[src/rtl/mmio_int_ctrl.sv]
// Memory-mapped vectored interrupt controller: fixed-priority arbitration of N sources,
// handshake with the cpu via int_req/int_ack/int_done. Reads are combinational; writes land on the clock edge.
module mmio_int_ctrl #(
  parameter int            DW         = 8,
  parameter int            AW         = 8,
  parameter int            N          = 4,
  parameter logic [AW-1:0] BASE       = 8'd240,
  parameter int            VEC_STRIDE = 4
) (
  input  logic          clock,
  input  logic          reset,
  input  logic [AW-1:0] addr,
  input  logic [DW-1:0] w_data,
  input  logic          w_en,
  output logic [DW-1:0] r_data,
  output logic          r_hit,
  input  logic [N-1:0]  irq_src,
  input  logic          int_ack,
  input  logic          int_done,
  output logic          int_req,
  output logic [DW-1:0] int_vec,
  output logic [DW-1:0] int_en
);
  localparam int IW = (N > 1) ? $clog2(N) : 1;

  typedef enum logic [1:0] {IDLE, REQ, SERVICE} state_t;
  state_t state;

  logic [DW-1:0] vbase;
  logic [N-1:0]  enable, pend, mode, src_q;
  logic          gie;
  logic [IW-1:0] id;

  logic [AW-1:0] off;
  logic          we;
  logic [N-1:0]  rise, w1c, ack_clr;
  logic [N-1:0]  enable_n, mode_n, pend_n;
  logic          gie_n;
  logic [N-1:0]  peff, elig, peff_n, elig_n;
  logic [IW-1:0] win;
  logic [DW-1:0] vec_calc;

  assign off   = addr - BASE;
  assign r_hit = (off < AW'(6));
  assign we    = w_en & r_hit;

  always_comb begin
    r_data = '0;
    if (r_hit) begin
      case (off[2:0])
        3'd0: r_data = vbase;
        3'd1: r_data = DW'(enable);
        3'd2: r_data = DW'(peff);
        3'd3: begin
          r_data[IW-1:0] = id;
          r_data[DW-1]   = (state == SERVICE);
        end
        3'd4: r_data = DW'(gie);
        3'd5: r_data = DW'(mode);
        default: r_data = '0;
      endcase
    end
  end

  // Edge-mode pending is stored; level-mode pending is just the registered source copy.
  assign rise     = irq_src & ~src_q;
  assign w1c      = (we && off == AW'(2)) ? w_data[N-1:0] : '0;
  assign ack_clr  = (state == REQ && int_ack) ? (N'(1) << id) : '0;
  assign enable_n = (we && off == AW'(1)) ? w_data[N-1:0] : enable;
  assign gie_n    = (we && off == AW'(4)) ? w_data[0] : gie;
  assign mode_n   = (we && off == AW'(5)) ? w_data[N-1:0] : mode;
  assign pend_n   = ((pend & ~w1c & ~ack_clr) | rise) & ~mode_n;

  assign peff   = (pend & ~mode) | (src_q & mode);
  assign elig   = gie ? (peff & enable) : '0;
  // Next-cycle eligibility lets a W1C/disable in REQ withdraw the request on the very next edge.
  assign peff_n = pend_n | (irq_src & mode_n);
  assign elig_n = gie_n ? (peff_n & enable_n) : '0;

  always_comb begin
    win = '0;
    for (int i = N - 1; i >= 0; i--) begin
      if (elig[i]) win = IW'(i);
    end
  end

  assign vec_calc = vbase + DW'(win) * DW'(VEC_STRIDE);

  always_ff @(posedge clock) begin
    if (reset) begin
      state   <= IDLE;
      vbase   <= '0;
      enable  <= '0;
      pend    <= '0;
      mode    <= '0;
      gie     <= 1'b0;
      src_q   <= '0;
      id      <= '0;
      int_req <= 1'b0;
      int_vec <= '0;
      int_en  <= '0;
    end else begin
      if (we && off == AW'(0)) vbase <= w_data;
      enable <= enable_n;
      gie    <= gie_n;
      mode   <= mode_n;
      pend   <= pend_n;
      src_q  <= irq_src;
      case (state)
        IDLE: begin
          if (|elig) begin
            state   <= REQ;
            id      <= win;
            int_vec <= vec_calc;
            int_req <= 1'b1;
            int_en  <= '0;
          end else begin
            int_en <= DW'(gie_n);
          end
        end
        REQ: begin
          if (int_ack) begin
            state   <= SERVICE;
            int_req <= 1'b0;
          end else if (!elig_n[id]) begin
            state   <= IDLE;
            int_req <= 1'b0;
            int_en  <= DW'(gie_n);
          end
        end
        SERVICE: begin
          if (int_done) begin
            state  <= IDLE;
            int_en <= DW'(gie_n);
          end
        end
        default: state <= IDLE;
      endcase
    end
  end
endmodule

[config.mk]
export PLATFORM = sky130hd
export DESIGN_NAME = mmio_int_ctrl
export DESIGN_NICKNAME = d
export VERILOG_FILES = /design/src/rtl/mmio_int_ctrl.sv
export SDC_FILE = /design/constraint.sdc
export NUM_CORES = 1
export LEC_CHECK = 0
export CAP_MARGIN = 10
export CELL_PAD_IN_SITES_DETAIL_PLACEMENT = 1
export CELL_PAD_IN_SITES_GLOBAL_PLACEMENT = 1
export CORE_MARGIN = 2
export CORE_UTILIZATION = 38
export DETAILED_ROUTE_END_ITERATION = 10
export PLACE_DENSITY = 0.78
export REMOVE_ABC_BUFFERS = 1
export SLEW_MARGIN = 20
export SYNTH_ARGS = -nofsm -noshare
export SYNTH_HDL_FRONTEND = slang
export SYNTH_SLANG_ARGS = --single-unit
[constraint.sdc]
create_clock -name clock -period 2.8 [get_ports clock]
set_input_delay 0.56 -clock clock [delete_from_list [all_inputs] [get_ports clock]]
set_output_delay 0.56 -clock clock [all_outputs]
set_load 0.02 [all_outputs]
==> impl_metrics.env, run 1 <==
export IMPL_status="complete, no violations"
export IMPL_yosys_warnings=0
export IMPL_syn_inst=294
export IMPL_cp_top_family="buffers and inverters"
export IMPL_die_height_um=84.3
export IMPL_cp_max_fo=4
export IMPL_register_area_um2=781
export IMPL_maxCapViolCount=0
export IMPL_synth_top_area_cell="dfxtp_1"
export IMPL_grt_overflow=0
export IMPL_antennaDiodeCount=0
export IMPL_setup_viol=0
export IMPL_ys_flop_type="dfxtp_1"
export IMPL_worst_slew_pin_transition_ns=0.615
export IMPL_placed_area_um2=3110
export IMPL_synth_area_leaders="dfxtp_1 (32%), mux2i_1 (8.2%), nor2_1 (5.2%)"
export IMPL_async_flop_share_pct=0
export IMPL_skew_ns=0.00342
export IMPL_die_area_um2=7100
export IMPL_numCtsBuffers=5
export IMPL_critPathArrivalTime_ns=2.20
export IMPL_grt_pass1_vias=2616
export IMPL_ys_ff_latch=39
export IMPL_clock_root_buffer="clkbuf_8"
export IMPL_vias=2396
export IMPL_coreArea_um2=6280
export IMPL_relSlewSlack_pct=59.0
export IMPL_drtIter0Drc=170
export IMPL_total_power_mw=1.37
export IMPL_areaGrowthSynthToFinish_pct=35.0
export IMPL_grt_pass1_wl_um=13100
export IMPL_seq_area_frac_synth_pct=31.9
export IMPL_final_cells=440
export IMPL_grt_use_total_pct=23.3
export IMPL_die_w_um=84.3
export IMPL_utilization_pct=52.6
export IMPL_drc=0
export IMPL_antenna_found_initial=0
export IMPL_numPortBuffers=43
export IMPL_grt_max_degree=18
export IMPL_crit_chain="clkdlybuf4s50_1 -> and3b_2 -> nand3_2 -> a21o_1 -> inv_1 -> o211a_1 -> clkdlybuf4s15_2"
export IMPL_critPathKind="in -> out"
export IMPL_htreeDepth=2
export IMPL_period_share_pct=98.6
export IMPL_cpPeakStageDelay_ns=0.45
export IMPL_wl_per_cell_um=18.2
export IMPL_cts_buffer_depth=2
export IMPL_synth_edf_count=0
export IMPL_clkLatencyLatePin_ns=0.29
export IMPL_finalCriticalPeriod_ns=2.76
export IMPL_synth_top_area_share_pct=31.9
export IMPL_stdcell_area_um2=3300
export IMPL_finalWirelength_um=8000
export IMPL_clk_pin_slew_ns=0.08
export IMPL_fin_nets=393
export IMPL_dp_hpwl_um=5910
export IMPL_fill_cells=770
export IMPL_fmax_ghz=0.362
export IMPL_drive_above_1_share_pct=21.8
export IMPL_cp_buffers_inverters=3
export IMPL_cts_tree="done"
export IMPL_synth_area_um2=2450
export IMPL_place_gp_congestion=0.823
export IMPL_crit_path_end_kind="output pin"
export IMPL_ys_types=58
export IMPL_cp_slowest_cell="clkdlybuf4s50_1"
export IMPL_antenna_left=0
export IMPL_dp_cells=431
export IMPL_cts_hold_buf=0
export IMPL_cp_start_kind="input pin"
export IMPL_ioPinCount=51
export IMPL_rows=29
export IMPL_leakagePower_nw=1.29
export IMPL_min_path_type="reg -> reg"
export IMPL_powerDensity_nw_per_um2=415
export IMPL_viasPerCell=5.45
export IMPL_initial_core_util_pct=39.0
export IMPL_rsz0062_at_grt="true"
export IMPL_worst_slack_ns=0.0398
export IMPL_preCtsSetupSlack_ns=-0.400
export IMPL_cts_sinks=39
export IMPL_hold_violations=0
export IMPL_multi_input_area_um2=1530
export IMPL_drv_slew=0
export IMPL_crit_required_ns=2.24
export IMPL_drtPass1Iterations=4
export IMPL_syn_mean_instance_area_um2=8.33
export IMPL_ir_drop_uv=265
## timing repair
action                                  CTS  global route
buffers inserted                          0             1
pin swaps                                 1             4
endpoints found under the setup margin   13            12
resized for setup                        27            20
## worst min-delay path, stage by stage, from the launching register on
cell and delay (ns):
dfxtp_1 0.33, nand2_1 0.06, a21oi_1 0.05
## final timing paths
| kind | start | endpoint | slack [ns] | depth (start not counted) |
|---|---|---|---|---|
| min reg2reg | vbase[1] | vbase[1] | 0.48 | 2 |
| max reg2reg | mode[0] | int_vec[6] | 0.38 | 10 |
| min | vbase[1] | vbase[1] | 0.48 | 2 |
| max | addr[4] | r_data[2] | 0.04 | 7 |
## cell type report
cell class | instances | share of cell area, %
sequential | 39 | 23.6
multi-input combinational | 217 | 46.3
clock buffer | 6 | 2.20
tap | 77 | 2.92
inverter | 18 | 2.04
timing repair buffer | 81 | 21.1
clock inverter | 2 | 1.82
## report_power, final
group | internal (mW) | total [mW] | switching [mW]
registers | 0.567 | 0.575 | 0.00855
clock network | 0.356 | 0.562 | 0.206
logic | 0.105 | 0.233 | 0.128
total | 1.03 | 1.37 | 0.342
## metal layers
metal  vias to the layer above  wire, um  global-route usage, %  share of wire [%]
met1                      1184      3370                   29.3                 42
met4                         0       121                   6.01                1.5
met3                        10       319                   4.03                4.0
met5                         -         0                      0                  0
met2                        57      4190                   41.2                 52
li1                       1145         -                      -                  -
## per-stage QoR
step | setup TNS (ns) | hold WS [ns]
after floorplan | 0 | 0.438
after global placement | -3.43 | 0.458
after detailed placement | -3.78 | 0.469
after CTS | 0 | 0.482
after global routing | -0.0184 | 0.514
final | 0 | 0.481
## synthesized netlist by cell type (2+ instances only)
cell      instances
buf_4             8
o21ai_0           9
nor2b_1          10
buf_2             3
nand3b_1          2
a32o_1            2
nand3_1           4
xnor2_1           3
mux2i_1          20
nand2_1          24
nor2_1           34
o31ai_1           2
and4_1            2
mux2_4            3
ha_1              5
a21oi_1          19
and3_1            5
dfxtp_1          39
a211oi_1          8
inv_1            18
nor3_1            2
a311oi_1          2
o22ai_1           3
and3b_1           3
buf_6             4
clkbuf_1          9
a31oi_1           5
nand2b_1          8
nand4_1           5
buf_1             2
and2_1            4
## cell families (layout without fill, tap and decap cells)
kind of cell,Yosys count,count (layout),synth area share (%)
adders and majority gates,6,6,3.37
DFF,39,39,31.9
and+or+nand+nor,110,110,22.8
xor gates and xnor gates,4,4,1.43
other,1,7,0.153
buffers and inverters,44,107,9.35
muxes,25,25,10.9
AOI/OAI and AO/OA,65,65,20.1
## flip-flops by register name (all words and copies together) (netlist names)
name / flops
int_vec: 8
vbase: 8
enable: 4
mode: 4
pend: 4
src_q: 4
id: 2
state: 2
gie: 1
int_en: 1
int_req: 1
## cells in the final DEF (no fill, tap or decap), types with 3 or more instances in the layout
| cell | synthesis | routed |
|---|---|---|
| o22ai_1 | 3 | 3 |
| buf_4 | 8 | 38 |
| a21oi_1 | 19 | 19 |
| buf_2 | 3 | 3 |
| nand4_1 | 5 | 5 |
| mux2_4 | 3 | 3 |
| ha_1 | 5 | 5 |
| and3_1 | 5 | 4 |
| nand3_1 | 4 | 3 |
| nand2_1 | 24 | 24 |
| inv_1 | 18 | 18 |
| a211oi_1 | 8 | 8 |
| dfxtp_1 | 39 | 39 |
| clkdlybuf4s50_1 | 0 | 32 |
| nor2_1 | 34 | 33 |
| clkbuf_8 | 0 | 5 |
| xnor2_1 | 3 | 3 |
| nor2b_1 | 10 | 9 |
| mux2i_1 | 20 | 17 |
| conb_1 | 1 | 7 |
| nand2b_1 | 8 | 7 |
| o21ai_0 | 9 | 9 |
| and2_1 | 4 | 4 |
| a31oi_1 | 5 | 5 |
Note: power is estimated with default switching activity, not from simulation.
==> inputs of run 2 (changes only) <==
--- a/config.mk
+++ b/config.mk
@@ -9,9 +9,9 @@
 export CELL_PAD_IN_SITES_DETAIL_PLACEMENT = 1
 export CELL_PAD_IN_SITES_GLOBAL_PLACEMENT = 1
 export CORE_MARGIN = 2
-export CORE_UTILIZATION = 38
+export CORE_UTILIZATION = 35
 export DETAILED_ROUTE_END_ITERATION = 10
-export PLACE_DENSITY = 0.78
+export PLACE_DENSITY = 0.73
 export REMOVE_ABC_BUFFERS = 1
 export SLEW_MARGIN = 20
 export SYNTH_ARGS = -nofsm -noshare
==> run 2 against run 1 <==
Critical path depth is the same; final cell count increased by 4.8%; clock skew barely moved; core utilization decreased by 5.0 points; count of clock-buffer cells in the layout is 1 lower; die area grew 8.2%; non-clock buffer count grew 2; flip-flop and latch count did not move; cell area shrank 2.1%; fmax up 0.15%; sequential power barely moved; critical path type unchanged; combinational power is 3% lower.
==> impl_metrics.env, run 2 (synthesis results as in run 1) <==
export IMPL_status="complete, no violations"
export IMPL_grt_pass1_vias=2403
export IMPL_rows=30
export IMPL_grt_use_total_pct=19.7
export IMPL_critPathKind="in -> out"
export IMPL_clk_pin_slew_ns=0.08
export IMPL_leakagePower_nw=1.25
export IMPL_dp_cells=453
export IMPL_drc=0
export IMPL_setup_viol=0
export IMPL_cp_max_fo=8
export IMPL_reg2reg_depth=11
export IMPL_drv_slew=0
export IMPL_period_share_pct=98.4
export IMPL_crit_required_ns=2.24
export IMPL_clkLatencyLatePin_ns=0.30
export IMPL_regToRegEndpoint="int_vec[7]"
export IMPL_crit_path_end_kind="output pin"
export IMPL_grt_max_degree=21
export IMPL_cp_buffers_inverters=3
export IMPL_clock_root_buffer="clkbuf_8"
export IMPL_antenna_left=0
export IMPL_fill_cells=847
export IMPL_hp_start="vbase[1]"
export IMPL_areaGrowthSynthToFinish_pct=32.1
export IMPL_htreeDepth=2
export IMPL_final_cells=461
export IMPL_wl_per_cell_um=16.0
export IMPL_finalWirelength_um=7350
export IMPL_worst_slew_pin_transition_ns=0.587
export IMPL_layout_common_cells="dfxtp_1 (39), buf_4 (39), nor2_1 (34), clkdlybuf4s50_1 (34), nand2_1 (24)"
export IMPL_die_height_um=87.6
export IMPL_cts_sinks=39
export IMPL_antennaDiodeCount=0
export IMPL_fin_nets=395
export IMPL_cts_tree="done"
export IMPL_cts_hold_buf=0
export IMPL_skew_ns=0.00358
export IMPL_die_w_um=87.6
export IMPL_coreArea_um2=6790
export IMPL_initial_core_util_pct=36.0
export IMPL_powerDensity_nw_per_um2=369
export IMPL_die_area_um2=7680
export IMPL_r2r_start="pend[0]"
export IMPL_utilization_pct=47.6
export IMPL_finalCriticalPeriod_ns=2.76
export IMPL_setup_tns_ns=0
export IMPL_place_gp_congestion=0.831
export IMPL_hold_path_end="vbase[1]"
export IMPL_critPathArrivalTime_ns=2.20
export IMPL_relSlewSlack_pct=60.8
export IMPL_r2r_setup_slack_ns=0.36
export IMPL_numPortBuffers=43
export IMPL_whs_path_depth=2
export IMPL_drtPass1Iterations=4
export IMPL_crit_path_frequent_cell="nor2_1"
export IMPL_dp_hpwl_um=5620
export IMPL_fmax_ghz=0.363
export IMPL_maxCapViolCount=0
export IMPL_cpPeakStageDelay_ns=0.56
export IMPL_grt_pass1_wl_um=11700
export IMPL_cp_top_family="buffers and inverters"
export IMPL_drtIter0Drc=73
export IMPL_reg_top3="int_vec x8, vbase x8"
export IMPL_numCtsBuffers=5
export IMPL_hold_violations=0
export IMPL_cts_buffer_depth=2
export IMPL_ioPinCount=51
export IMPL_register_area_um2=781
export IMPL_multi_input_area_um2=1470
export IMPL_cp_start_kind="input pin"
export IMPL_drive_above_1_share_pct=19.7
export IMPL_ir_drop_uv=165
export IMPL_cts_setup_buffers=0
export IMPL_min_path_type="reg -> reg"
export IMPL_grt_overflow=0
export IMPL_total_power_mw=1.19
export IMPL_cp_slowest_cell="clkdlybuf4s50_1"
export IMPL_stdcell_area_um2=3230
export IMPL_crit_chain="clkdlybuf4s50_1 -> buf_4 -> nor2_1 -> a2111oi_0 -> a21oi_1 -> nor2_1 -> clkbuf_2"
export IMPL_vias=2357
export IMPL_viasPerCell=5.11
export IMPL_antenna_found_initial=0
export IMPL_placed_area_um2=3170
## run 2: cell count changes in the layout (fill, tap and decap cells not counted), sizes merged
| cell | delta |
|---|---|
| clkinv | +1 |
| clkinvlp | +2 |
| dlymetal6s2s | -2 |
| buf | -2 |
| clkdlybuf4s50 | +2 |
| bufinv | -2 |
| clkbuf | +4 |
| clkdlybuf4s15 | -1 |
## run 2: tightest hold or removal path, stage by stage, from the launching register on
cell and delay (ns):
dfxtp_1 0.34, nand2_1 0.06, a21oi_1 0.05
## run 2: metal layers
metal	global-route usage, %	wire (um)	up-vias
met4	5.45	98	0
met1	23.9	3230	1148
met5	0	0	-
li1	-	-	1151
met2	34.7	3710	49
met3	4.62	319	9
## run 2: repair_timing
item | CTS | global route
hold endpoints to repair | 0 | 0
resized for setup | 13 | 16
endpoints found under the setup margin | 10 | 12
pin swaps | 0 | 2
## run 2: power breakdown
group,switching [mW],internal (mW),total (mW)
combinational,0.118,0.107,0.225
clock,0.221,0.174,0.394
sequential,0.00832,0.567,0.575
## run 2: how the worst max path moves through the flow
stage / from / endpoint / slack (ns) / cells after the start
3_5_place_dp: addr[7] / r_data[2] / -0.30 / 7
2_1_floorplan: addr[3] / state[0] / 0.14 / 7
6_report: addr[1] / r_data[1] / 0.04 / 7
5_1_grt: addr[1] / r_data[1] / -0.15 / 7
3_3_place_gp: addr[4] / r_data[2] / -0.30 / 7
4_1_cts: addr[7] / r_data[6] / 0.006 / 7
## run 2: area by class of cell
cell class / instances / share of cell area [%]
clock inverter: 3 / 0.619
sequential: 39 / 24.1
clock buffer: 5 / 2.13
multi-input combinational: 217 / 45.5
timing repair buffer: 83 / 21.9
tap: 96 / 3.71
inverter: 18 / 2.09
## run 2: metrics by stage
stage	hold WS [ns]	worst slack (ns)
after floorplan	0.438	0.141
after global placement	0.461	-0.305
after detailed placement	0.473	-0.297
after CTS	0.484	0.00588
after global routing	0.497	-0.153
final	0.486	0.0439
==> inputs of run 3 (changes only) <==
--- a/config.mk
+++ b/config.mk
@@ -11,6 +11,8 @@
 export CORE_MARGIN = 2
 export CORE_UTILIZATION = 35
 export DETAILED_ROUTE_END_ITERATION = 10
+export GPL_ROUTABILITY_DRIVEN = 0
+export HOLD_SLACK_MARGIN = 0.15
 export PLACE_DENSITY = 0.73
 export REMOVE_ABC_BUFFERS = 1
 export SLEW_MARGIN = 20
==> results of run 3 <==
Final layout, timing and power as in run 2 (identical DEF).
==> variant 1 (flow settings as in run 2) <==
Change the parameter `DW` from 8 to 7.
--- a/src/rtl/mmio_int_ctrl.sv
+++ b/src/rtl/mmio_int_ctrl.sv
@@ -1,7 +1,7 @@
 // Memory-mapped vectored interrupt controller: fixed-priority arbitration of N sources,
 // handshake with the cpu via int_req/int_ack/int_done. Reads are combinational; writes land on the clock edge.
 module mmio_int_ctrl #(
-  parameter int            DW         = 8,
+  parameter int            DW         = 7,
   parameter int            AW         = 8,
   parameter int            N          = 4,
   parameter logic [AW-1:0] BASE       = 8'd240,
Ports: changed (resized int_en, int_vec, r_data and w_data); port bits go from 51 to 47. The function was not compared with the original's and may differ.
==> variant 1 against run 2 <==
  * Core utilization increased by 5.4 points
  * Worst hold slack improved by 0.015 ns
  * Routed wire length increased by 12%
  * Combinational power increased by 8.9%
  * Setup slack got worse by 0.014 ns
  * Synthesized area decreased by 6.9%
  * Power increased by 8.2%
  * Sequential share of layout area decreased by 2.0 points
  * Register-to-register slack got worse by 0.07 ns
  * Final area increased by 3.5%
  * Sequential cell count decreased by 2
  * Die area decreased by 6.6%
==> variant 1: results (changes against run 2) <==
Parameter                              Value

Placement
  Placed wire-length estimate after detailed placement ... 6030 µm (was 5620 µm)
  Count of placed standard cells including taps ... 434 (was 453)
  Gp weighted congestion ... 0.837 (was 0.831)
  Number of I/O port buffers ... 40 (was 43)
  Cell area reported after detailed placement ... 3100 µm² (was 3170 µm²)

Synthesis
  Most numerous cell types in the synthesized netlist ... 41 x nor2_1, 37 x dfxtp_1, 19 x mux2i_1 (was 39 x dfxtp_1, 34 x nor2_1, 24 x nand2_1)
  Mean instance size in the synthesized netlist ... 8.26 µm² (was 8.33 µm²)
  Number of distinct library cells after synthesis ... 52 (was 58)

Final layout
  Share of final-layout standard cells stronger than drive strength 1 ... 25.0% (was 19.7%)
  Regs by FF count ... int_vec (7), vbase (7) (was int_vec (8), vbase (8))
  Register fraction of the total cell area ... 22.1% (was 24.1%)
  Final-layout non-clock buffer area share ... 24.3% (was 21.9%)
  Clock distribution area overhead in the final layout ... 3.48% (was 2.75%)
  Number of combinational gates with multiple inputs ... 211 (was 217)
  Area of the multi-input gates ... 1520 µm² (was 1470 µm²)
  # nets final ... 397 (was 395)
  Count of inverters not on the clock network in the layout ... 16 (was 18)

Global route
  Overall track demand over capacity in global routing ... 22.5% (was 19.7%)
  Number of global-route vias before repair ... 2521 (was 2403)

Floorplan
  Overall die area ... 7170 µm² (was 7680 µm²)

Power and ir drop
  Standby leakage power ... 1.44 nW (was 1.25 nW)

Detailed routing
  Total wirelength of the detailed-routed design ... 8250 µm (was 7350 µm)
  WL per Instance ... 18.5 µm (was 16.0 µm)
  Starting DRC count in detailed routing ... 154 (was 73)

Setup path
  Max Fanout on Critical Path ... 6 (was 8)

Outcome
  Outcome ... finished, final reports clean (unchanged)

Timing
  Final Skew ... 0.00806 ns (was 0.00358 ns)
variant 1: logic make-up (layout without fill, tap and decap cells):
logic type / count (synthesis) / in the layout / share of synthesized area (%)
simple gates: 111 / 111 / 26.9
compound gates: 59 / 59 / 17.1
flops: 37 / 37 / 32.5
buf+inv: 33 / 120 / 6.75
mux: 26 / 26 / 11.8
fa+ha+maj: 6 / 6 / 3.62
xor+xnor: 3 / 3 / 1.15
other cells: 1 / 6 / 0.164
variant 1: per-stage QoR:
stage | utilization [%] | setup slack, ns | TNS (ns) | total power, W
final | 53.0 | 0.0297 | 0 | 0.00129
after floorplan | - | 0.182 | 0 | 0.000660
after global placement | 49.1 | -0.530 | -4.48 | 0.000778
after detailed placement | 49.1 | -0.561 | -5.08 | 0.000786
after global routing | 53.0 | -0.0356 | -0.0622 | 0.00134
after CTS | 51.9 | 0.00261 | 0 | 0.00129
variant 1: power breakdown:
part	leakage [nW]	switching [W]	internal, W
Combinational	1.08	0.000132	0.000114
Clock	0.0585	0.000208	0.000291
Sequential	0.300	0.0000101	0.000538
Total	1.44	0.000349	0.000943
variant 1: layer usage:
layer	vias to the layer above	wire (µm)	global-route usage [%]
li1	1149	-	-
met1	1184	3620	27.2
met2	64	4150	39.4
met3	19	254	3.74
met4	0	221	9.09
met5	-	0	0
variant 1: path summary, 6_finish.rpt:
check	startpoint	end	slack [ns]	cells past startpoint
setup / recovery	addr[1]	int_en[0]	0.03	9
hold / removal	int_vec[1]	int_vec[1]	0.50	2
setup reg to reg	state[1]	int_en[0]	0.29	9
hold reg to reg	int_vec[1]	int_vec[1]	0.50	2
variant 1: worst max-delay path, delay by kind of cell:
| family | cells | cell delay [ns] |
|---|---|---|
| simple gates | 2 | 0.51 |
| buf+inv | 2 | 0.40 |
| compound gates | 2 | 0.54 |
| mux | 3 | 0.95 |
==> variant 2 (config.mk and constraints of run 2) <==
Made on the original files. Encoding of `state_t`: now one-hot (3 bits for 3 states).
--- a/src/rtl/mmio_int_ctrl.sv
+++ b/src/rtl/mmio_int_ctrl.sv
@@ -23,7 +23,7 @@
 );
   localparam int IW = (N > 1) ? $clog2(N) : 1;
 
-  typedef enum logic [1:0] {IDLE, REQ, SERVICE} state_t;
+  typedef enum logic [2:0] {IDLE = 3'b001, REQ = 3'b010, SERVICE = 3'b100} state_t;
   state_t state;
 
   logic [DW-1:0] vbase;
Behaviour: same outputs for any inputs over 4 cycles, from zero or initial values and one cycle with reset high; so few cycles prove little.
==> variant 2 against run 2 <==
  * Critical path depth unchanged
  * Core utilization up 2.0 points
  * Highest routed layer unchanged
  * Critical endpoint unchanged
  * Power down 2.3%
  * Via count up 3.4%
  * Sequential cell count up 1
  * Synthesized area down 3.0%
  * Count of clock-buffer cells in the layout up 3
  * First-iteration DRC count up 77%
  * Routed wire length up 3.7%
  * Clock skew up 0.0054 ns
  * Final area up 2.5%
  * Synthesized cell count up 2.7%
  * Setup slack better by 0.014 ns
==> variant 2: results (changes against run 2) <==
Parameter                              Value

Clock network
  PostCTS Resize Cnt ... 18 (was 13)

Synthesis
  Most numerous cell types in the synthesized netlist ... 42 x nor2_1, 40 x dfxtp_1, 35 x nand2_1 (was 39 x dfxtp_1, 34 x nor2_1, 24 x nand2_1)
  Seq/Total Area, Yosys ... 33.7% (was 31.9%)
  Share of the synthesized area in compound gates (AO/OA/AOI/OAI) ... 21.6% (was 20.1%)
  Number of distinct library cells after synthesis ... 54 (was 58)
  Post-synthesis cell count ... 302 (was 294)
  Post-synthesis xor/xnor area fraction ... 1.48% (was 1.43%)
  Multiplexer share of the synthesized area ... 7.17% (was 10.9%)
  Most used DFF post-synth ... dfxtp_1 (unchanged)
  Number of synthesized flops with an enable pin ... 0 (unchanged)

Setup path
  Worst path arrival time ... 2.18 ns (was 2.20 ns)
  Worst stage delay on the critical path ... 0.51 ns (was 0.56 ns)
  Number of cells on the worst reg-to-reg path ... 13 (was 11)
  Launch point of the worst reg-to-reg path ... mode[3] (was pend[0])
  Worst-case register-to-register setup slack ... 0.22 ns (was 0.36 ns)

Placement
  Cell area reported after detailed placement ... 3140 µm² (was 3170 µm²)
  Gp weighted congestion ... 0.853 (was 0.831)
  Count of placed standard cells including taps ... 451 (was 453)
  Placed wire-length estimate after detailed placement ... 5840 µm (was 5620 µm)
  Worst slack at placement ... -0.355 ns (was -0.297 ns)

Power and ir drop
  IR drop worst, VDD ... 0.256 mV (was 0.165 mV)
  Sw Share ... 25.9% (was 29.1%)
  Standby leakage power ... 1.36 nW (was 1.25 nW)
  Clock group total power ... 0.000406 W (was 0.000394 W)
  Total power ... 0.00117 W (was 0.00119 W)
  Sequential power ... 0.000583 W (was 0.000575 W)

Detailed routing
  Total wirelength of the detailed-routed design ... 7630 µm (was 7350 µm)
  Met1 Routed Length ... 3440 µm (was 3230 µm)
  WL per Instance ... 16.6 µm (was 16.0 µm)
  Met2 routed wirelength ... 3930 µm (was 3710 µm)
  Total length of routed met3 wires ... 192 µm (was 319 µm)
  Starting DRC count in detailed routing ... 129 (was 73)
  Routed via count ... 2437 (was 2357)

Hold path
  Hold path cells ... 2 (unchanged)
  Worst Hold Path EP ... int_req (was vbase[1])
  Start point of the worst min-delay path ... int_req (was vbase[1])

Timing
  Maximum frequency from static timing analysis ... 365 MHz (was 363 MHz)
  Final Skew ... 0.00894 ns (was 0.00358 ns)
  Headroom to the max-slew limit ... 63.9% (was 60.8%)
  Hold Worst Slack ... 0.478 ns (was 0.486 ns)

Global route
  Overall track demand over capacity in global routing ... 21.0% (was 19.7%)
  Number of global-route vias before repair ... 2484 (was 2403)
  Met1 GRT Util ... 27.5% (was 23.9%)
  Pin count of the biggest net entering global routing ... 32 (was 21)
  Global routing usage on met2 ... 35.7% (was 34.7%)
  Routing usage on met3 ... 4.29% (was 4.62%)

Final layout
  Share of final-layout standard cells stronger than drive strength 1 ... 19.3% (was 19.7%)
  # nets final ... 406 (was 395)

Outcome
  Outcome ... finished, final reports clean (unchanged)
[variant 2: cell types whose count changed in the layout (fill, tap and decap cells not counted), sizes merged, moves of 7 or more]
cell | before | now
a211oi | 9 | 1
nand2 | 24 | 35
a21oi | 19 | 26
nor2b | 10 | 3
nor2 | 34 | 42
[variant 2: worst max-delay path by stage]
| stage | start | depth (start not counted) | end | slack (ns) |
|---|---|---|---|---|
| CTS | addr[1] | 7 | r_data[3] | 0.004 |
| finish | addr[1] | 7 | r_data[1] | 0.06 |
| floorplan | addr[7] | 7 | int_req | 0.46 |
| global route | addr[1] | 7 | r_data[1] | -0.02 |
| detailed placement | addr[1] | 11 | int_en[0] | -0.35 |
| global placement | addr[0] | 6 | r_data[2] | -0.36 |
[variant 2: final cells by class]
type / count / area [µm²]
Clock buffer: 8 / 90.1
Fill cell: 836 / 3370
Inverter: 22 / 82.6
Multi-Input combinational cell: 226 / 1520
Sequential cell: 40 / 801
Tap cell: 80 / 100
Timing Repair Buffer: 83 / 727
